==> config.mk <==
export PLATFORM = sky130hd
export DESIGN_NAME = vga_sync_gen
export DESIGN_NICKNAME = d
export VERILOG_FILES = /design/src/rtl/vga_sync_gen.sv
export SDC_FILE = /design/constraint.sdc
export NUM_CORES = 1
export LEC_CHECK = 0
export BUFFER_PORTS_ARGS = -buffer_cell sky130_fd_sc_hd__buf_4
export CAP_MARGIN = 20
export CORE_UTILIZATION = 30
export DETAILED_ROUTE_END_ITERATION = 6
export PLACE_DENSITY = 0.44
export SLEW_MARGIN = 30
export SYNTH_ARGS = -nofsm -noshare
export SYNTH_HDL_FRONTEND = slang
export SYNTH_SLANG_ARGS = --single-unit
export TNS_END_PERCENT = 5
==> constraint.sdc <==
create_clock -name i_Clk -period 2.8 [get_ports i_Clk]
set_clock_uncertainty 0.05 [all_clocks]
set_input_delay 0.7 -clock i_Clk [delete_from_list [all_inputs] [get_ports i_Clk]]
set_output_delay 0.7 -clock i_Clk [all_outputs]
set_load 0.005 [all_outputs]
==> src/rtl/vga_sync_gen.sv <==
// VGA raster timing generator: pixel/line counters with registered sync,
// visible-area and line/frame start flags aligned to the position outputs.
module vga_sync_gen #(
  parameter int H_VISIBLE = 640,
  parameter int H_FRONT   = 16,
  parameter int H_SYNC    = 96,
  parameter int H_BACK    = 48,
  parameter int V_VISIBLE = 480,
  parameter int V_FRONT   = 10,
  parameter int V_SYNC    = 2,
  parameter int V_BACK    = 33,
  parameter int SYNC_POL  = 0,
  parameter int POS_WIDTH = 10
) (
  input  logic                 i_Clk,
  input  logic                 i_Reset,
  input  logic                 i_Clk_En,
  output logic [POS_WIDTH-1:0] o_HSync_Pos,
  output logic [POS_WIDTH-1:0] o_VSync_Pos,
  output logic                 o_HSync,
  output logic                 o_VSync,
  output logic                 o_Active,
  output logic                 o_Line_Start,
  output logic                 o_Frame_Start
);

  typedef logic [POS_WIDTH-1:0] pos_t;

  localparam int H_TOTAL = H_VISIBLE + H_FRONT + H_SYNC + H_BACK;
  localparam int V_TOTAL = V_VISIBLE + V_FRONT + V_SYNC + V_BACK;

  localparam pos_t H_LAST = pos_t'(H_TOTAL - 1);
  localparam pos_t V_LAST = pos_t'(V_TOTAL - 1);
  localparam pos_t H_VIS  = pos_t'(H_VISIBLE);
  localparam pos_t V_VIS  = pos_t'(V_VISIBLE);
  localparam pos_t HS_BEG = pos_t'(H_VISIBLE + H_FRONT);
  localparam pos_t HS_END = pos_t'(H_VISIBLE + H_FRONT + H_SYNC);
  localparam pos_t VS_BEG = pos_t'(V_VISIBLE + V_FRONT);
  localparam pos_t VS_END = pos_t'(V_VISIBLE + V_FRONT + V_SYNC);
  localparam pos_t ONE    = pos_t'(1);

  localparam logic SYNC_ON = (SYNC_POL != 0);

  pos_t h_nxt;
  pos_t v_nxt;
  logic hs_nxt;
  logic vs_nxt;
  logic act_nxt;
  logic ls_nxt;
  logic fs_nxt;

  // Flags are decoded from the next position so they land with it.
  always_comb begin
    h_nxt = o_HSync_Pos + ONE;
    v_nxt = o_VSync_Pos;
    if (o_HSync_Pos == H_LAST) begin
      h_nxt = '0;
      if (o_VSync_Pos == V_LAST) begin
        v_nxt = '0;
      end else begin
        v_nxt = o_VSync_Pos + ONE;
      end
    end
    hs_nxt = (h_nxt >= HS_BEG && h_nxt < HS_END)
             ? SYNC_ON : ~SYNC_ON;
    vs_nxt = (v_nxt >= VS_BEG && v_nxt < VS_END)
             ? SYNC_ON : ~SYNC_ON;
    act_nxt = (h_nxt < H_VIS) && (v_nxt < V_VIS);
    ls_nxt  = (h_nxt == '0);
    fs_nxt  = (h_nxt == '0) && (v_nxt == '0);
  end

  always_ff @(posedge i_Clk) begin
    if (i_Reset) begin
      o_HSync_Pos   <= H_LAST;
      o_VSync_Pos   <= V_LAST;
      o_HSync       <= ~SYNC_ON;
      o_VSync       <= ~SYNC_ON;
      o_Active      <= 1'b0;
      o_Line_Start  <= 1'b0;
      o_Frame_Start <= 1'b0;
    end else if (i_Clk_En) begin
      o_HSync_Pos   <= h_nxt;
      o_VSync_Pos   <= v_nxt;
      o_HSync       <= hs_nxt;
      o_VSync       <= vs_nxt;
      o_Active      <= act_nxt;
      o_Line_Start  <= ls_nxt;
      o_Frame_Start <= fs_nxt;
    end
  end

endmodule
* Yosys cells after proc, flatten, opt, wreduce, memory -nomap -nowiden
Cells that the tools add are included.
** Storage, ports and cells
- Register bits after elaboration :: 25
- Bits of input ports :: 3
- Output and inout port bits :: 25
- Logic and storage cells :: 28
** Operators by class
- $add $sub $neg :: 2
- Order comparisons :: 6
- Eq/ne operators :: 2
- Muxes and demuxes :: 5
- Reductions and logical operators :: 6
** Operators with widths (number)
- 10-bit 2-to-1 mux :: 3
- 10-bit by 1-bit adder with 10-bit output, second input constant :: 2
- 10-bit equality test, second input constant :: 2
- 10-bit logical NOT :: 2
- 10-bit < comparator, second input constant :: 2
- 10-bit by 9-bit < comparator with 1-bit output, second input constant :: 2
- 10-bit greater-or-equal comparator, second input constant :: 1
- 10-bit by 9-bit greater-or-equal comparator with 1-bit output, second input constant :: 1
- 1-bit logical AND :: 4
- 1-bit 2-to-1 mux :: 2

* Depth between registers and ports, before layout
Gate-level depths: netlist (run 1).
- Word-level depth :: 6
- Depth in mapped cells :: 9
- Gate-level depth less buffers :: 8

* Worst setup path before layout (run 1)
OpenSTA, ideal clock, no wires.
- Path type :: register to register
- From :: register o_HSync_Pos[0]
- To :: register o_Active
- Setup time :: 0.132 ns
- Arrival :: 2.071 ns
- Required time :: 2.618 ns
- Slack :: 0.547 ns
- Cell stages (with the launch flop) :: 9
- Path buffers :: 1
- Clock period less this slack :: 2.253 ns
- Cell sequence :: dfxtp_1 > ha_1 > nand4_1 > or3_1 > buf_2 > or3_1 > o21ai_0 > o2bb2ai_1 > nor3b_1
** Between the ends
- Word-level cells in the longest chain between the ends :: 4
- Elaborated cells between the ends (all ways) :: 7
- Those cells by class :: 1 x add/sub; 2 x order compare; 1 x eq/ne; 2 x mux; 1 x reduce/logical
** RTL lines
- from (decl) :: RTL line 18 : output logic [POS_WIDTH-1:0] o_HSync_Pos,
- from (signal assigned) :: RTL line 83 : o_HSync_Pos <= h_nxt;
- 10-bit by 1-bit adder with 10-bit output or 10-bit equality test (tied branches) :: RTL line 54, 56
- 10-bit 2-to-1 mux :: RTL line 56 : if (o_HSync_Pos == H_LAST) begin
- 10-bit < comparator or 10-bit by 9-bit < comparator with 1-bit output (tied branches) :: RTL line 68 : act_nxt = (h_nxt < H_VIS) && (v_nxt < V_VIS);
- 1-bit logical AND * :: RTL line 68
- to (signal assigned) :: RTL line 87 : o_Active <= act_nxt;
- to (decl) :: RTL line 22 : output logic o_Active,
Mark *: on every way between the ends. The rest lies on a longest branch, timed or not.
A chain may end at the register's enable or synchronous reset.

* Worst setup path in the final report (run 1)
- From :: register o_HSync_Pos[0]
- To :: register o_Frame_Start
** Between the ends
- Word-level cells in the longest chain between the ends :: 4
- Elaborated cells between the ends (all ways) :: 7
- Those cells by class :: 1 x add/sub; 1 x eq/ne; 2 x mux; 3 x reduce/logical
** RTL lines
- 10-bit by 1-bit adder with 10-bit output or 10-bit equality test (tied branches) :: RTL line 54, 56
- 10-bit 2-to-1 mux :: RTL line 56
- 10-bit logical NOT :: RTL line 70 : fs_nxt = (h_nxt == '0) && (v_nxt == '0);
- 1-bit logical AND * :: RTL line 70
- to (signal assigned) :: RTL line 89 : o_Frame_Start <= fs_nxt;
- to (decl) :: RTL line 24 : output logic o_Frame_Start
Marks and branches as above.

==> results of run 1 <==
==> worst max-delay path, cell delays in order, from the launching register on <==
cell	delay, ns
dfxtp_1	0.42
ha_1	0.30
nand4_1	0.12
buf_4	0.18
nor3_4	0.29
nand4_2	0.16
a221o_1	0.37
nor4_1	0.32
a32o_1	0.21
==> synthesized netlist by cell type, types with 2 or more instances <==
cell,instances
dfxtp_1,25
o2bb2ai_1,2
o311ai_0,2
nand3_1,11
mux2i_1,3
ha_1,3
nand4_1,7
a21o_1,4
a31oi_1,4
clkbuf_1,13
nand3b_1,2
xnor2_1,7
xor2_1,4
or3_1,4
a211o_1,2
buf_2,4
o21ai_0,15
nor3b_1,2
a21oi_1,11
nand2_1,18
and3_1,5
nor4_1,2
o31ai_1,6
a221o_1,2
o211ai_1,2
and4_1,3
inv_1,7
nor3_1,8
and2_1,2
nor2_1,23
==> per-layer routing <==
| metal | up-vias | share of wire, % |
|---|---|---|
| met5 | - | 0 |
| met4 | 0 | 0.61 |
| met3 | 2 | 4.1 |
| met2 | 41 | 42 |
| met1 | 839 | 54 |
| li1 | 896 | - |
==> kinds of logic (layout without fill, tap and decap cells) <==
kind of cell / count (synthesis) / in the layout / share of synthesized area, %
and+or+nand+nor: 97 / 97 / 30.3
AOI/OAI and AO/OA: 63 / 63 / 25.0
buffers and inverters: 26 / 50 / 6.35
DFF: 25 / 25 / 28.9
xor gates and xnor gates: 11 / 11 / 5.56
adders and majority gates: 3 / 3 / 2.16
muxes: 3 / 3 / 1.73
==> worst max-delay path by stage <==
stage              startpoint             to  slack [ns]
2_1_floorplan  o_HSync_Pos[0]       o_Active        0.55
3_3_place_gp   o_HSync_Pos[0]  o_Frame_Start        0.32
3_5_place_dp   o_HSync_Pos[0]  o_Frame_Start        0.18
4_1_cts        o_HSync_Pos[0]  o_Frame_Start        0.16
5_1_grt        o_HSync_Pos[0]  o_Frame_Start        0.13
6_report       o_HSync_Pos[0]  o_Frame_Start        0.33
==> report_power, final <==
group / internal [mW] / switching, mW / total (mW)
Clock: 0.102 / 0.128 / 0.230
Combinational: 0.188 / 0.243 / 0.431
Sequential: 0.380 / 0.0398 / 0.420
==> area by class of cell <==
cell class	count	area, sq um	area share [%]
inverter	7	26.3	1.26
timing repair buffer	39	293	14.1
multi-input combinational	177	1130	54.2
clock buffer	4	45.0	2.16
tap	72	90.1	4.32
sequential	25	500	24.0
==> timing repair <==
item                       in CTS  in global routing
resized for setup               0                  1
setup buffers                   0                  2
setup endpoints to repair       0                  1
==> per-stage QoR <==
stage	total power [mW]	cell area (sq um)
finish	1.08	2080
global route	1.16	2080
CTS	1.07	2060
detailed placement	0.839	2020
global placement	0.848	2020
floorplan	0.711	1730
==> flip-flops by register name (all words and copies together), names as in the netlist <==
| register | flops |
|---|---|
| o_Frame_Start | 1 |
| o_HSync | 1 |
| o_VSync | 1 |
| o_HSync_Pos | 10 |
| o_VSync_Pos | 10 |
| o_Active | 1 |
| o_Line_Start | 1 |
==> impl_metrics.csv, run 1 <==
group,metric,value,unit
clocking,cts_tree,"yes",
layout,drive_above_1_share,19.4,%
die,coreArea,5540,sq um
logic_synthesis,synth-seq-cells,25,
setup_path,cp_max_fo,6,
logic_synthesis,yosysTopAreaCellShare,28.9,%
global_route,top_usage_layer,"met1",
power,powerDensity,519,nW/um^2
clocking,cts_max_path_buffers,2,
setup_path,cp-start-kind,"register",
logic_synthesis,syn-num-nets,234,
setup_path,crit_type,"register to register",
die,start_util,31.3,%
sta,min_period_over_period,88.3,%
layout,n_antenna_cell,0,
global_route,grt_pass1_vias,1578,
logic_synthesis,netlist_area,1730,sq um
global_route,gr-total-overflow,0,
global_route,grt_use_met3,2.09,%
layout,final_common_cell,"buf_4",
layout,syn_to_final_growth,20.1,%
placement,post-dp-hpwl,3.58,mm
worst_hold_path,hold_end,"o_Line_Start",
route,ant_nets,0,
global_route,grt_first_pass_wirelength,8.39,mm
logic_synthesis,syn_avg_cell_area,7.61,sq um
global_route,gr-usage-met2,24.8,%
setup_path,r2r-start,"o_HSync_Pos[0]",
setup_path,r2r_end,"o_Frame_Start",
sta,fmax,0.404,GHz
setup_path,critical_path_arrival,2.65,ns
worst_hold_path,hold_depth,2,
die,rows,27,
logic_synthesis,ys_async_sr_fraction,0,%
layout,nFillCells,604,
layout,utilization,37.6,%
setup_path,timing.reg2reg.setup_slack,0.33,ns
route,wire_per_inst,15.6,um
sta,whs,0.430,ns
layout,fin_nets,259,
sta,drv_slew,0,
die,num_io_pins,28,
placement,port_buffers,27,
global_route,antenna_found_initial,0,
global_route,track_usage,17.6,%
logic_synthesis,yosysSeqAreaShare,28.9,%
clocking,cts_buffers,3,
logic_synthesis,synth_top_cell_by_area,"dfxtp_1",
clocking,clk_latency,0.27,ns
logic_synthesis,postSynthCellCount,228,
setup_path,worstRegToRegCells,8,
setup_path,cp-end-kind,"register",
global_route,grt_max_degree,23,
layout,final_cell_mix,"buf_4 (39), dfxtp_1 (25), nor2_1 (23)",
die,die_area,6090,sq um
sta,setup_violations,0,
clocking,cts_hold_buf,0,
sta,fin_crit,2.47,ns
clocking,h-tree-depth,1,
run,cap_viol_max_count,0,
placement,dpl.cell_count,318,
setup_path,required,2.97,ns
route,drt-initial-drc-count,153,
die,fp.dieH,78.0,um
sta,hold_violations,0,
clocking,cts_num_sinks,25,
global_route,met1_usage,27.6,%
layout,final_cells,324,
die,die_w,78.0,um
logic_synthesis,synthTopCellsByArea,"dfxtp_1 (29%), nor2_1 (5.0%), o21ai_0 (4.3%)",
sta,slew_headroom,65.8,%
sta,finalSetupTns,0,ns
outcome,status,"completed",
clocking,clk_pin_slew_worst_paths,0.10,ns
worst_hold_path,hp-class,"register to register",
worst_hold_path,min_from,"o_Line_Start",
route,via_count,1778,
placement,gp_congestion,0.808,
power,p_leak,0.832,nW
clocking,clockRootBuffer,"clkbuf_8",
power,ir_drop,197,uV
sta,rsz0062_at_grt,"no",
route,drc,0,
route,dr.pass1.iters,4,
sta,worstMarginPinSlew,0.512,ns
logic_synthesis,post_synth_num_cell_types,55,
route,vias_per_cell,5.49,
placement,place_ws,0.179,ns
route,drt-total-wl,5.07,mm
logic_synthesis,synth_top_flop_cell,"dfxtp_1",
sta,layout_setup_ws,0.327,ns
logic_synthesis,ys.warnings.count,0,
logic_synthesis,synth_edf_count,0,
Power figures use the tool's default switching activity.
==> run 2: changes to the inputs <==
--- a/config.mk
+++ b/config.mk
@@ -5,6 +5,7 @@
 export SDC_FILE = /design/constraint.sdc
 export NUM_CORES = 1
 export LEC_CHECK = 0
+export ABC_AREA = 1
 export BUFFER_PORTS_ARGS = -buffer_cell sky130_fd_sc_hd__buf_4
 export CAP_MARGIN = 20
 export CORE_UTILIZATION = 30
==> run 2 against run 1 <==
  * Non-clock buffer count shrank 10
  * Clock power shrank 2%
  * Largest power group is now sequential cells
  * Register-to-register slack gained 0.36 ns
==> impl_metrics.csv, run 2 <==
group,metric,value,unit
logic_synthesis,synth_top_cell_by_area,"dfxtp_1",
layout,syn_to_final_growth,17.6,%
route,wl_met1,2.24,mm
logic_synthesis,syn-num-nets,276,
setup_path,r2r_end,"o_Frame_Start",
route,highest_layer,"met4",
sta,setup_violations,0,
global_route,track_usage,16.1,%
sta,finalSetupTns,0,ns
setup_path,critical_path.startpoint,"o_HSync_Pos[1]",
placement,gp_congestion,0.810,
clocking,cts_buffers,3,
route,vias_per_cell,4.71,
sta,slew_headroom,72.5,%
sta,fin_crit,2.11,ns
clocking,cts_num_sinks,25,
setup_path,critPathMaxStageDelay,0.41,ns
layout,n_antenna_cell,0,
layout,layout.area.seq,500,sq um
setup_path,crit_type,"register to register",
setup_path,cp-start-kind,"register",
die,fp.dieH,77.2,um
setup_path,critical_path_arrival,2.27,ns
sta,fmax,0.473,GHz
layout,drive_above_1_share,18.4,%
route,wl_met2,2.22,mm
clocking,clockRootBuffer,"clkbuf_8",
setup_path,cp_cell_sequence,"ha_1 > nand2_2 > nor2_4 > inv_2 > nor2_4 > nor2_1 > nor2_1 > nand3_1 > nor2_1 > nand3_1 > a21oi_1",
logic_synthesis,post_synth_num_cell_types,34,
clocking,cts.repair.resized,0,
layout,reg_top3,"o_HSync_Pos: 10 flops, o_VSync_Pos: 10 flops",
die,start_util,31.0,%
sta,min_period_over_period,75.5,%
logic_synthesis,yosysTopAreaCellShare,29.5,%
route,drt-initial-drc-count,75,
logic_synthesis,syn_avg_cell_area,6.28,sq um
clocking,cts_hold_buf,0,
setup_path,worst-path-buf-inv,1,
power,ir_drop,159,uV
logic_synthesis,synth_edf_count,0,
die,num_io_pins,28,
global_route,grt_max_degree,19,
placement,post-dp-hpwl,3.41,mm
logic_synthesis,synth_common_cells,"nand2_1 (75), inv_1 (37), dfxtp_1 (25), nor2_1 (24), nand3_1 (22)",
placement,port_buffers,27,
setup_path,cp.depth,11,
route,wl_met3,96,um
setup_path,cp_max_fo,13,
run,cap_viol_max_count,0,
clocking,cts_max_path_buffers,2,
logic_synthesis,synthTopCellsByArea,"dfxtp_1 (29%), nand2_1 (17%), inv_1 (8.2%)",
route,drt-total-wl,4.60,mm
clocking,clk_latency,0.28,ns
setup_path,cp-end-kind,"register",
global_route,grt_pass1_vias,1561,
route,via_count,1723,
layout,multi_input_area,992,sq um
setup_path,crit_family,"simple AND/OR/NAND/NOR gates",
global_route,grt_first_pass_wirelength,7.59,mm
layout,final_common_cell,"nand2_1",
logic_synthesis,netlist_area,1700,sq um
die,rows,27,
logic_synthesis,synth_top_flop_cell,"dfxtp_1",
worst_hold_path,hp-class,"register to register",
setup_path,slowest_stage,"dfxtp_1",
sta,drv_slew,0,
logic_synthesis,ys_async_sr_fraction,0,%
power,powerDensity,447,nW/um^2
logic_synthesis,synth-seq-cells,25,
sta,whs,0.424,ns
setup_path,cp-endpoint,"o_Frame_Start",
global_route,gr-total-overflow,0,
logic_synthesis,postSynthCellCount,270,
sta,worstMarginPinSlew,0.413,ns
logic_synthesis,ys.warnings.count,0,
sta,rsz0062_at_grt,"no",
layout,fin_nets,301,
power,p_total,0.893,mW
setup_path,required,2.96,ns
setup_path,worstRegToRegCells,11,
setup_path,r2r-start,"o_HSync_Pos[1]",
logic_synthesis,yosysMostFrequentCell,"nand2_1",
sta,hold_violations,0,
clocking,clk_pin_slew_worst_paths,0.10,ns
layout,nFillCells,638,
die,die_w,77.2,um
logic_synthesis,yosysSeqAreaShare,29.5,%
die,die_area,5960,sq um
clocking,cts_tree,"yes",
clocking,cts_setup_buffers,0,
power,p_leak,1.04,nW
route,wire_per_inst,12.6,um
clocking,h-tree-depth,1,
route,dr.pass1.iters,5,
setup_path,path_common_cell,"nor2_1",
die,coreArea,5470,sq um
outcome,status,"completed",
setup_path,timing.reg2reg.setup_slack,0.69,ns
layout,final_cell_mix,"nand2_1 (75), inv_1 (37), buf_4 (29)",
route,drc,0,
global_route,antenna_found_initial,0,
route,ant_nets,0,
-- run 2: cell count changes in the layout (fill, tap and decap cells not counted), moves of 4 or more --
cell	before	now
xnor2_1	7	0
nand3_2	0	4
nand3_1	11	22
and3_1	5	0
a31oi_1	4	0
nor3_1	8	2
nand2_2	0	5
buf_4	39	29
a21oi_1	11	16
o31ai_1	6	0
a21o_1	4	0
nand2_1	18	75
inv_1	7	37
-- run 2: metal layers --
layer  vias up  track usage [%]
li1        919                -
met1       773             20.7
met2        26             28.1
met3         5             2.02
met4         0             3.96
met5         -                0
-- run 2: report_power, final --
part | total [mW] | internal (mW) | switching (mW)
Sequential | 0.415 | 0.379 | 0.0360
Clock | 0.226 | 0.102 | 0.124
Combinational | 0.251 | 0.0952 | 0.156
-- run 2: worst min path at each step --
stage,start,end,slack [ns],cells after the start
after floorplan,o_Frame_Start,o_Frame_Start,0.41,2
after global placement,o_HSync,o_HSync,0.41,2
after detailed placement,o_HSync,o_HSync,0.41,2
after CTS,o_HSync,o_HSync,0.43,2
after global routing,o_Active,o_Active,0.47,2
final,o_HSync,o_HSync,0.42,2
-- run 2: cell type report --
cell class / instances / area share (%)
flip-flops and latches: 25 / 25.1
clock buffers: 4 / 2.26
well taps: 72 / 4.51
repair buffers: 29 / 10.9
multi-input cells: 196 / 49.7
inverters: 40 / 7.52
-- run 2: logic make-up after synthesis --
logic type / count (synthesis) / share of synthesized area (%)
compound gates: 45 / 15.0
xor+xnor: 1 / 0.516
fa+ha+maj: 3 / 2.21
buf+inv: 49 / 12.0
flops: 25 / 29.5
simple gates: 147 / 40.8
-- run 2: stage by stage --
| stage | util [%] | setup WS [ns] | cells | cell area (sq um) |
|---|---|---|---|---|
| 6_report | 36.5 | 0.686 | 366 | 2000 |
| 2_1_floorplan | - | 1.00 | 270 | 1700 |
| 5_1_grt | 36.5 | 0.462 | 366 | 2000 |
| 4_1_cts | 36.5 | 0.676 | 366 | 2000 |
| 3_5_place_dp | 35.6 | 0.713 | 362 | 1950 |
| 3_3_place_gp | 35.6 | 0.793 | 362 | 1950 |
-- run 2: worst min-delay path, delay by kind of cell (launching register included) --
family             cells  cell delay, ns
DFF                    1            0.33
AOI/OAI and AO/OA      1            0.06
and+or+nand+nor        1            0.05
==> run 3: changes to the inputs <==
--- a/config.mk
+++ b/config.mk
@@ -5,12 +5,12 @@
 export SDC_FILE = /design/constraint.sdc
 export NUM_CORES = 1
 export LEC_CHECK = 0
-export ABC_AREA = 1
+export ABC_AREA = 0
 export BUFFER_PORTS_ARGS = -buffer_cell sky130_fd_sc_hd__buf_4
 export CAP_MARGIN = 20
 export CORE_UTILIZATION = 30
 export DETAILED_ROUTE_END_ITERATION = 6
-export PLACE_DENSITY = 0.44
+export PLACE_DENSITY = 0.45
 export SLEW_MARGIN = 30
 export SYNTH_ARGS = -nofsm -noshare
 export SYNTH_HDL_FRONTEND = slang
==> constraint.sdc (replaced) <==
create_clock -name i_Clk -period 1.8 [get_ports i_Clk]
set_clock_uncertainty 0.05 [all_clocks]
set_input_delay 0.45 -clock i_Clk [delete_from_list [all_inputs] [get_ports i_Clk]]
set_output_delay 0.45 -clock i_Clk [all_outputs]
set_load 0.005 [all_outputs]
==> run 3 against run 2 <==
  * The flow now finishes with violations (negative setup slack)
  * First-iteration DRC count rose by 16%
  * Hold slack got worse by 0.052 ns
  * Setup slack got worse by 0.87 ns
  * Clock-buffer cell count fell by 1
  * Cell count rose by 3.6%
  * Final area rose by 31%
  * Non-clock buffer count rose by 65
  * Largest cell class unchanged
  * Combinational power rose to 3.8 times the previous value
  * Sequential power rose by 53%
  * Die area rose by 2.2%
  * Critical path depth fell by 5
==> impl_metrics.csv, run 3 (synthesis gave the netlist of run 1 again) <==
group,metric,value,unit
outcome,status,"complete, but fails checks",
outcome,failed_checks,"negative setup slack",
global_route,gr-total-overflow,0,
sta,layout_setup_ws,-0.189,ns
layout,fin_nets,314,
setup_path,crit_type,"register to register",
sta,fin_crit,1.99,ns
placement,place_ws,-0.389,ns
setup_path,cp-start-kind,"register",
layout,reg_top3,"o_HSync_Pos: 10 flops, o_VSync_Pos: 10 flops",
setup_path,critical_path_arrival,2.16,ns
layout,final_common_cell,"buf_4",
sta,slew_headroom,78.9,%
layout,n_antenna_cell,0,
layout,nFillCells,562,
placement,port_buffers,27,
sta,min_period_over_period,110,%
die,die_w,78.0,um
layout,final_cell_mix,"buf_4 (91), nor2_1 (21), dfxtp_1 (19)",
setup_path,cp-end-kind,"register",
setup_path,slowest_stage,"or3_4",
placement,gp_congestion,0.824,
placement,dpl.cell_count,374,
layout,final_cells,379,
power,powerDensity,741,nW/um^2
setup_path,cp_cell_sequence,"or3_4 > or3_4 > o21ai_1 > o21ai_1 > nor4_2 > a32o_1",
placement,post-dp-hpwl,4.20,mm
worst_hold_path,hp-class,"primary input to register",
die,num_io_pins,28,
setup_path,cp_max_fo,8,
route,ant_nets,0,
clocking,cts_tree,"yes",
sta,hold_violations,0,
setup_path,crit_family,"simple AND/OR/NAND/NOR gates",
route,wire_per_inst,14.7,um
worst_hold_path,hold_depth,2,
clocking,clockRootBuffer,"clkbuf_8",
sta,drv_slew,0,
clocking,cts_num_sinks,25,
route,dr.pass1.iters,4,
clocking,cts_buffers,3,
clocking,clk_latency,0.27,ns
power,ir_drop,296,uV
setup_path,r2r-start,"o_HSync_Pos[6]",
worst_hold_path,hold_end,"o_Active",
setup_path,worst-path-buf-inv,0,
die,rows,27,
run,cap_viol_max_count,0,
die,die_area,6090,sq um
clocking,h-tree-depth,1,
route,drt-total-wl,5.55,mm
global_route,grt_max_degree,16,
die,fp.dieH,78.0,um
sta,setup_violations,6,
die,coreArea,5540,sq um
setup_path,timing.reg2reg.setup_slack,-0.19,ns
setup_path,worstRegToRegCells,6,
clocking,cts_hold_buf,0,
global_route,grt_pass1_vias,1924,
clocking,cts_max_path_buffers,2,
setup_path,critPathMaxStageDelay,0.46,ns
die,start_util,31.3,%
route,drc,0,
worst_hold_path,min_from,"i_Reset",
power,p_total,1.94,mW
route,drt-initial-drc-count,87,
layout,syn_to_final_growth,50.6,%
global_route,grt_first_pass_wirelength,9.34,mm
setup_path,r2r_end,"o_Frame_Start",
layout,drive_above_1_share,41.4,%
sta,rsz0062_at_grt,"yes",
sta,fmax,0.503,GHz
sta,worstMarginPinSlew,0.313,ns
route,vias_per_cell,5.29,
layout,utilization,47.1,%
power,p_leak,1.12,nW
global_route,antenna_found_initial,0,
route,via_count,2004,
setup_path,required,1.97,ns
global_route,track_usage,19.3,%
clocking,clk_pin_slew_worst_paths,0.10,ns
[run 3: cell types whose count changed in the layout (fill, tap and decap cells not counted), sizes merged, moves of 4 or more]
cell   change
nor3       +8
o21ai      -7
a31oi      +4
nand3     -16
buf       +65
a21oi      -7
o31ai      +6
or3        +5
nand2     -63
xnor2      +7
a21o       +4
and3       +5
inv       -32
nor2       -5
[run 3: final cells by class]
class	count	area (sq um)	share of cell area (%)
clock buffer	3	41.3	1.58
clock inverter	1	5.00	0.192
inverter	7	26.3	1.01
multi-input combinational	177	1220	46.9
sequential	25	508	19.5
tap	72	90.1	3.45
timing repair buffer	94	717	27.5
[run 3: per-stage QoR]
stage          setup TNS (ns)  cell area, sq um  hold slack [ns]
2_1_floorplan           -1.49              1770            0.412
3_3_place_gp            -1.17              2460            0.404
3_5_place_dp            -1.45              2460            0.412
4_1_cts                -0.945              2560            0.357
5_1_grt                 -2.26              2610            0.363
6_report               -0.722              2610            0.372
[run 3: layer usage]
metal / global-route usage, % / vias up / wire length [um]
met5: 0 / - / 0
met4: 4.81 / 0 / 61
met3: 2.09 / 4 / 121
met2: 35.2 / 29 / 2810
met1: 24.2 / 965 / 2560
li1: - / 1006 / -
[run 3: worst max-delay path by stage]
stage	from	endpoint	slack, ns	cells past startpoint
after floorplan	o_HSync_Pos[6]	o_Active	-0.32	8
after global placement	o_HSync_Pos[6]	o_Frame_Start	-0.27	6
after detailed placement	o_HSync_Pos[6]	o_Frame_Start	-0.39	6
after CTS	o_HSync_Pos[1]	o_Frame_Start	-0.23	8
after global routing	o_VSync_Pos[0]	o_Frame_Start	-0.34	8
final	o_HSync_Pos[6]	o_Frame_Start	-0.19	6
[run 3: report_power, final]
part           switching, mW  internal, mW
Sequential            0.0402         0.594
Clock                  0.185         0.155
Combinational          0.464         0.498
[run 3: repair_timing]
action,4_1_cts,5_1_grt
pin swaps,4,10
setup endpoints to repair,14,17
hold endpoints to repair,0,0
gates resized for setup,16,13
setup buffers,1,0
